`config.mk`:
```
export PLATFORM = sky130hd
export DESIGN_NAME = nasti_mux
export DESIGN_NICKNAME = d
export VERILOG_FILES = /design/src/rtl/nasti_pkg.sv /design/src/rtl/arbiter_rr.sv /design/src/rtl/nasti_mux.sv
export SDC_FILE = /design/constraint.sdc
export NUM_CORES = 1
export LEC_CHECK = 0
export CAP_MARGIN = 20
export CELL_PAD_IN_SITES_DETAIL_PLACEMENT = 0
export CELL_PAD_IN_SITES_GLOBAL_PLACEMENT = 1
export CORE_AREA = 2 2 408 410
export DETAILED_ROUTE_END_ITERATION = 16
export DIE_AREA = 0 0 410 412
export DONT_BUFFER_PORTS = 1
export GPL_TIMING_DRIVEN = 0
export PLACE_DENSITY_LB_ADDON = 0.12
export SYNTH_ARGS = -nofsm -noshare
export SYNTH_HDL_FRONTEND = slang
export SYNTH_SLANG_ARGS = --single-unit
```
`constraint.sdc`:
```
create_clock -name clk -period 10 [get_ports clk]
set_input_delay 2 -clock clk [delete_from_list [all_inputs] [get_ports clk]]
set_output_delay 2 -clock clk [all_outputs]
set_load 0.01 [all_outputs]
```
`src/rtl/nasti_pkg.sv`:
```
// Shared types for the NASTI multiplexer: FSM state encodings, port count
// and the one-hot to index helper used after round-robin arbitration.
package nasti_pkg;

  localparam int NUM_PORTS = 8;
  localparam int SEL_W     = $clog2(NUM_PORTS);
  // len(8) + size(3) + burst(2) + lock(1) + cache(4) + prot(3) + qos(4) + region(4)
  localparam int AX_FIXED_W = 29;

  typedef enum logic [1:0] {W_IDLE, W_ADDR, W_DATA, W_RESP} w_state_t;
  typedef enum logic [1:0] {R_IDLE, R_ADDR, R_DATA} r_state_t;

  function automatic logic [SEL_W-1:0] onehot_to_idx(input logic [NUM_PORTS-1:0] oh);
    logic [SEL_W-1:0] idx;
    idx = '0;
    for (int i = 0; i < NUM_PORTS; i++) begin
      if (oh[i]) idx = idx | SEL_W'(i);
    end
    return idx;
  endfunction

endpackage

```
`src/rtl/arbiter_rr.sv`:
```
// Round-robin arbiter: combinational one-hot grant from the registered
// priority pointer; the pointer moves past the winner only when enabled.
module arbiter_rr #(
  parameter int N = 8
) (
  input  logic         clk,
  input  logic         rst,
  input  logic         i_en,
  input  logic [N-1:0] i_req,
  output logic [N-1:0] o_gnt
);

  localparam int IW = (N > 1) ? $clog2(N) : 1;

  logic [IW-1:0] r_ptr;
  logic [IW-1:0] w_nxt_ptr;
  logic [IW-1:0] w_idx;

  // Scan from lowest priority to highest so the last hit is the winner.
  always_comb begin
    o_gnt     = '0;
    w_nxt_ptr = r_ptr;
    w_idx     = '0;
    for (int i = N - 1; i >= 0; i--) begin
      w_idx = IW'((int'(r_ptr) + i) % N);
      if (i_req[w_idx]) begin
        o_gnt        = '0;
        o_gnt[w_idx] = 1'b1;
        w_nxt_ptr    = IW'((int'(r_ptr) + i + 1) % N);
      end
    end
  end

  always_ff @(posedge clk or posedge rst) begin
    if (rst) begin
      r_ptr <= '0;
    end else if (i_en && (|i_req)) begin
      r_ptr <= w_nxt_ptr;
    end
  end

endmodule

```
`src/rtl/nasti_mux.sv`:
```
// Eight-to-one NASTI mux with independent round-robin write and read FSMs,
// one outstanding transaction per direction; grant registered, beats pass through.
module nasti_mux
  import nasti_pkg::*;
#(
  parameter int   ID_WIDTH   = 1,
  parameter int   ADDR_WIDTH = 8,
  parameter int   DATA_WIDTH = 8,
  parameter int   USER_WIDTH = 1,
  parameter logic [NUM_PORTS-1:0] PORT_EN = 8'hFF,
  localparam int  AX_W = ID_WIDTH + ADDR_WIDTH + AX_FIXED_W + USER_WIDTH,
  localparam int  W_W  = DATA_WIDTH + DATA_WIDTH / 8 + USER_WIDTH,
  localparam int  B_W  = ID_WIDTH + 2 + USER_WIDTH,
  localparam int  R_W  = ID_WIDTH + DATA_WIDTH + 2 + USER_WIDTH
) (
  input  logic                             clk,
  input  logic                             rst,
  input  logic [NUM_PORTS-1:0]             i_s_aw_vld,
  input  logic [NUM_PORTS-1:0][AX_W-1:0]   i_s_aw_dat,
  output logic [NUM_PORTS-1:0]             o_s_aw_rdy,
  input  logic [NUM_PORTS-1:0]             i_s_w_vld,
  input  logic [NUM_PORTS-1:0][W_W-1:0]    i_s_w_dat,
  input  logic [NUM_PORTS-1:0]             i_s_w_last,
  output logic [NUM_PORTS-1:0]             o_s_w_rdy,
  output logic [NUM_PORTS-1:0]             o_s_b_vld,
  output logic [NUM_PORTS-1:0][B_W-1:0]    o_s_b_dat,
  input  logic [NUM_PORTS-1:0]             i_s_b_rdy,
  input  logic [NUM_PORTS-1:0]             i_s_ar_vld,
  input  logic [NUM_PORTS-1:0][AX_W-1:0]   i_s_ar_dat,
  output logic [NUM_PORTS-1:0]             o_s_ar_rdy,
  output logic [NUM_PORTS-1:0]             o_s_r_vld,
  output logic [NUM_PORTS-1:0][R_W-1:0]    o_s_r_dat,
  output logic [NUM_PORTS-1:0]             o_s_r_last,
  input  logic [NUM_PORTS-1:0]             i_s_r_rdy,
  output logic                             o_m_aw_vld,
  output logic [AX_W-1:0]                  o_m_aw_dat,
  input  logic                             i_m_aw_rdy,
  output logic                             o_m_w_vld,
  output logic [W_W-1:0]                   o_m_w_dat,
  output logic                             o_m_w_last,
  input  logic                             i_m_w_rdy,
  input  logic                             i_m_b_vld,
  input  logic [B_W-1:0]                   i_m_b_dat,
  output logic                             o_m_b_rdy,
  output logic                             o_m_ar_vld,
  output logic [AX_W-1:0]                  o_m_ar_dat,
  input  logic                             i_m_ar_rdy,
  input  logic                             i_m_r_vld,
  input  logic [R_W-1:0]                   i_m_r_dat,
  input  logic                             i_m_r_last,
  output logic                             o_m_r_rdy
);

  w_state_t             r_wstate, w_wstate_nxt;
  r_state_t             r_rstate, w_rstate_nxt;
  logic [SEL_W-1:0]     r_wsel, w_wsel_nxt;
  logic [SEL_W-1:0]     r_rsel, w_rsel_nxt;
  logic [NUM_PORTS-1:0] w_wreq, w_wgnt, w_rreq, w_rgnt;

  assign w_wreq = i_s_aw_vld & PORT_EN;
  assign w_rreq = i_s_ar_vld & PORT_EN;

  arbiter_rr #(.N(NUM_PORTS)) u_warb (
    .clk   (clk),
    .rst   (rst),
    .i_en  (r_wstate == W_IDLE),
    .i_req (w_wreq),
    .o_gnt (w_wgnt)
  );

  arbiter_rr #(.N(NUM_PORTS)) u_rarb (
    .clk   (clk),
    .rst   (rst),
    .i_en  (r_rstate == R_IDLE),
    .i_req (w_rreq),
    .o_gnt (w_rgnt)
  );

  // Payloads are steered unconditionally; only valids and readys are gated.
  assign o_m_aw_dat = i_s_aw_dat[r_wsel];
  assign o_m_w_dat  = i_s_w_dat[r_wsel];
  assign o_m_w_last = i_s_w_last[r_wsel];
  assign o_m_ar_dat = i_s_ar_dat[r_rsel];
  assign o_s_b_dat  = {NUM_PORTS{i_m_b_dat}};
  assign o_s_r_dat  = {NUM_PORTS{i_m_r_dat}};
  assign o_s_r_last = {NUM_PORTS{i_m_r_last}};

  always_ff @(posedge clk or posedge rst) begin
    if (rst) begin
      r_wstate <= W_IDLE;
      r_wsel   <= '0;
      r_rstate <= R_IDLE;
      r_rsel   <= '0;
    end else begin
      r_wstate <= w_wstate_nxt;
      r_wsel   <= w_wsel_nxt;
      r_rstate <= w_rstate_nxt;
      r_rsel   <= w_rsel_nxt;
    end
  end

  always_comb begin
    w_wstate_nxt = r_wstate;
    w_wsel_nxt   = r_wsel;
    o_m_aw_vld   = 1'b0;
    o_s_aw_rdy   = '0;
    o_m_w_vld    = 1'b0;
    o_s_w_rdy    = '0;
    o_s_b_vld    = '0;
    o_m_b_rdy    = 1'b0;
    case (r_wstate)
      W_IDLE: begin
        if (|w_wreq) begin
          w_wsel_nxt   = onehot_to_idx(w_wgnt);
          w_wstate_nxt = W_ADDR;
        end
      end
      W_ADDR: begin
        o_m_aw_vld         = i_s_aw_vld[r_wsel];
        o_s_aw_rdy[r_wsel] = i_m_aw_rdy;
        if (i_s_aw_vld[r_wsel] && i_m_aw_rdy) w_wstate_nxt = W_DATA;
      end
      W_DATA: begin
        o_m_w_vld         = i_s_w_vld[r_wsel];
        o_s_w_rdy[r_wsel] = i_m_w_rdy;
        if (i_s_w_vld[r_wsel] && i_m_w_rdy && i_s_w_last[r_wsel]) w_wstate_nxt = W_RESP;
      end
      W_RESP: begin
        o_s_b_vld[r_wsel] = i_m_b_vld;
        o_m_b_rdy         = i_s_b_rdy[r_wsel];
        if (i_m_b_vld && i_s_b_rdy[r_wsel]) w_wstate_nxt = W_IDLE;
      end
      default: w_wstate_nxt = W_IDLE;
    endcase
  end

  always_comb begin
    w_rstate_nxt = r_rstate;
    w_rsel_nxt   = r_rsel;
    o_m_ar_vld   = 1'b0;
    o_s_ar_rdy   = '0;
    o_s_r_vld    = '0;
    o_m_r_rdy    = 1'b0;
    case (r_rstate)
      R_IDLE: begin
        if (|w_rreq) begin
          w_rsel_nxt   = onehot_to_idx(w_rgnt);
          w_rstate_nxt = R_ADDR;
        end
      end
      R_ADDR: begin
        o_m_ar_vld         = i_s_ar_vld[r_rsel];
        o_s_ar_rdy[r_rsel] = i_m_ar_rdy;
        if (i_s_ar_vld[r_rsel] && i_m_ar_rdy) w_rstate_nxt = R_DATA;
      end
      R_DATA: begin
        o_s_r_vld[r_rsel] = i_m_r_vld;
        o_m_r_rdy         = i_s_r_rdy[r_rsel];
        if (i_m_r_vld && i_s_r_rdy[r_rsel] && i_m_r_last) w_rstate_nxt = R_IDLE;
      end
      default: w_rstate_nxt = R_IDLE;
    endcase
  end

endmodule

```
==> key figures <==
Critical path
  – Worst-path fanout max: 10
  – Worst-path cell chain: clkbuf_1 > nor2_1 > and2_1 > clkbuf_1 > clkbuf_1 > buf_1 > a22oi_1 > nand4_1
  – Crit path top cell by count: clkbuf_1
  – Crit. End Element: primary output
  – CP startpoint kind: flop
  – Worst R2R Start: u_warb.r_ptr[1]
  – Worst EP arrival: approximately 4.4 ns
  – Critical path class: flop to primary output
  – Crit path max-delay cell type: buf_1
  – Worst path bufs/invs: 4
  – CP Launch Point: r_wsel[1]
  – Worst EP required: 8.00 ns
  – Critical Path Max Stage Delay: ~0.76 ns
  – CP top delay family: buffers and inverters

Finish
  – FILL cells: 19,416
  – Final Net Count: 2,040
  – Final Core Density: approximately 7%
  – Area Growth Syn to Fin: 37.0%
  – Layout cells sized above 1: between 10% and 20%
  – Final std cells w/o fill: 3,464

Routing
  – Total number of vias: 12,419
  – DR WL/cell: between 30 and 40 um
  – Initial DRC Count: ~1,300
  – DRC viols: 0
  – First-pass DRT Iterations: 5
  – WL final: 117 mm
  – Antenna viol nets, final: 0
  – Vias per cell: 3.59

GRT
  – Initial antenna violation count: between 50 and 60
  – All-Layer GR Usage: 12.7%
  – Largest net degree at the start of global routing: 12
  – Vias in the first global route: 11,999
  – First-pass GRT wire length: 140 mm
  – Gr ovfl total: 0

STA
  – RSZ-0062 raised after global routing: no
  – Min cycle time layout: between 6 and 7 ns
  – Setup TNS: 0 ns
  – Period utilization: between 60% and 70%
  – Fin Clk Skew: between 0.001 and 0.0015 ns
  – Fin. Hold Viols: 0
  – # setup viols final: 0
  – Slew margin rel.: approximately 15%
  – Worst-Margin Slew: 1.28 ns
  – FMAX: approximately 0.16 GHz
  – Pins Over Slew Limit: 0

Power and ir drop
  – P per Cell Area: between 300 and 400 nW/um2
  – P_leak: about 3.2 nW
  – VDD IR max: ~0.00010 V

Floorplan
  – Die X-Extent: a little over 400 um
  – Cell row count: 149
  – Initial core utilization: between 5 and 6%
  – Core area: about 160,000 um2
  – Die Area: between 150,000 and 200,000 um2
  – Io pins: between 1,000 and 1,500
  – Chip height: between 400 and 500 um

Worst hold path
  – Worst Hold Class: flop to flop
  – Hold_sp: r_wstate[1]

Yosys
  – Synth warn: 0
  – Sequential share of the synthesized area: about 4.6%
  – Ys async rst share: 100%
  – Synth Net Count: between 2,000 and 2,500
  – #FFs+latches synth: 16
  – Post-Synthesis Cell Area: 8620 um2
  – Syn Inst Count: between 1,000 and 1,500
  – Count of cell types in the netlist: 63
  – Post-synthesis area per instance: approximately 7.1 um2
  – Post-synth EDFFs: 0
  – Post-synth top flop: dfrtp_1

Clocking
  – Clock tree buffer depth: 2
  – Clock Sinks: 16
  – Clock H-tree levels: 1
  – CTS tree: yes
  – CTS hold repair buffers: 0
  – Clock Pin Slew Worst Setup and Hold Paths: 0.06 ns
  – Number of buffers created by CTS: 3
  – CTS Root Cell: clkbuf_16
  – Count of cells resized by post-cts repair: 0
  – Worst-skew pair later-pin latency: ~0.27 ns
  – Setup Buffers After CTS: 0

Place
  – Post-Place Cells: around 3,400
  – RePlAce Congestion: approximately 0.99
  – Port bufs: 0
  – HPWL after DPL: slightly above 100 mm

Run status
  – Run status: complete, no violations

Run
  – Maxcap violations: 0
[worst paths after layout]
check                      depth (start not counted)              end  slack [ns]
setup / recovery                                   8   o_m_aw_dat[14]        3.60
hold reg to reg                                    1      r_wstate[1]        0.61
hold / removal                                     1      r_wstate[1]        0.61
min in group asynchronous                          1      r_rstate[1]        1.59
max in group asynchronous                          2      r_wstate[1]        7.96
setup reg to reg                                  13  u_warb.r_ptr[1]        5.32
[state kept, by name, summed over array words and instances (netlist names)]
register,count
r_rsel,3
r_wsel,3
u_rarb.r_ptr,3
u_warb.r_ptr,3
r_rstate,2
r_wstate,2
[cells in the final DEF (no fill, tap or decap), types with 18 or more instances in the layout]
master	Yosys	routed
ha_1	19	19
nand2_1	68	68
clkbuf_1	92	85
mux4_2	21	21
nand4_1	97	97
mux2i_1	18	18
o21ai_0	26	26
diode_2	0	32
a22oi_1	368	368
nand3_1	19	19
buf_4	137	139
nor2_1	71	70
a21oi_1	33	33
[final cells by class]
class                      count  area, um2  share of cell area [%]
inverter                      20       75.1                   0.635
clock buffer                   3       75.1                   0.635
multi-input combinational    938       6690                    56.6
sequential                    16        400                    3.39
buffer                       248       1480                    12.5
antenna                       32       80.1                   0.678
tap                         2189       2740                    23.2
timing repair buffer          18        279                    2.36
[kinds of logic after synthesis]
logic type,count (synthesis),synth area share (%)
AO/OA/AOI/OAI,517,43.9
XOR/XNOR,14,1.51
adder cells (fa/ha/maj),19,2.76
buffers and inverters,268,17.9
flip-flops,16,4.64
multiplexers,48,9.01
AND/OR/NAND/NOR,340,20.3
[metal layers]
layer / GRT usage, % / part of all wire (%)
met5: 0 / 0.16
met4: 6.24 / 5.1
met3: 4.22 / 9.0
met2: 23.9 / 53
met1: 12.4 / 32
[power breakdown]
group	internal, mW	switching (mW)
Combinational	1.22	3.17
Sequential	0.100	0.0405
Clock	0.0531	0.0373
[cells in the mapped netlist, drive strengths merged, types with 19 or more instances]
| cell type | number | area, um2 |
|---|---|---|
| nor2 | 71 | 267 |
| mux2i | 20 | 225 |
| buf | 156 | 1120 |
| nand4 | 97 | 607 |
| o21ai | 28 | 140 |
| nand3 | 19 | 95.1 |
| nand2 | 68 | 255 |
| mux4 | 21 | 473 |
| ha | 19 | 238 |
| clkbuf | 92 | 345 |
| inv | 19 | 71.3 |
| a21oi | 33 | 165 |
| a22oi | 368 | 2760 |
[per-stage QoR]
stage                     total power, mW  hold slack (ns)  worst slack [ns]  area (um2)
after global routing                 4.92            0.654              3.30       11800
after global placement               4.58            0.559              2.84       11400
after detailed placement             4.57            0.594              3.57       11600
after CTS                            4.68            0.609              3.26       11700
final                                4.62            0.609              3.60       11800
after floorplan                      2.63            0.533              5.20        8620
Power figures use the tool's default switching activity.
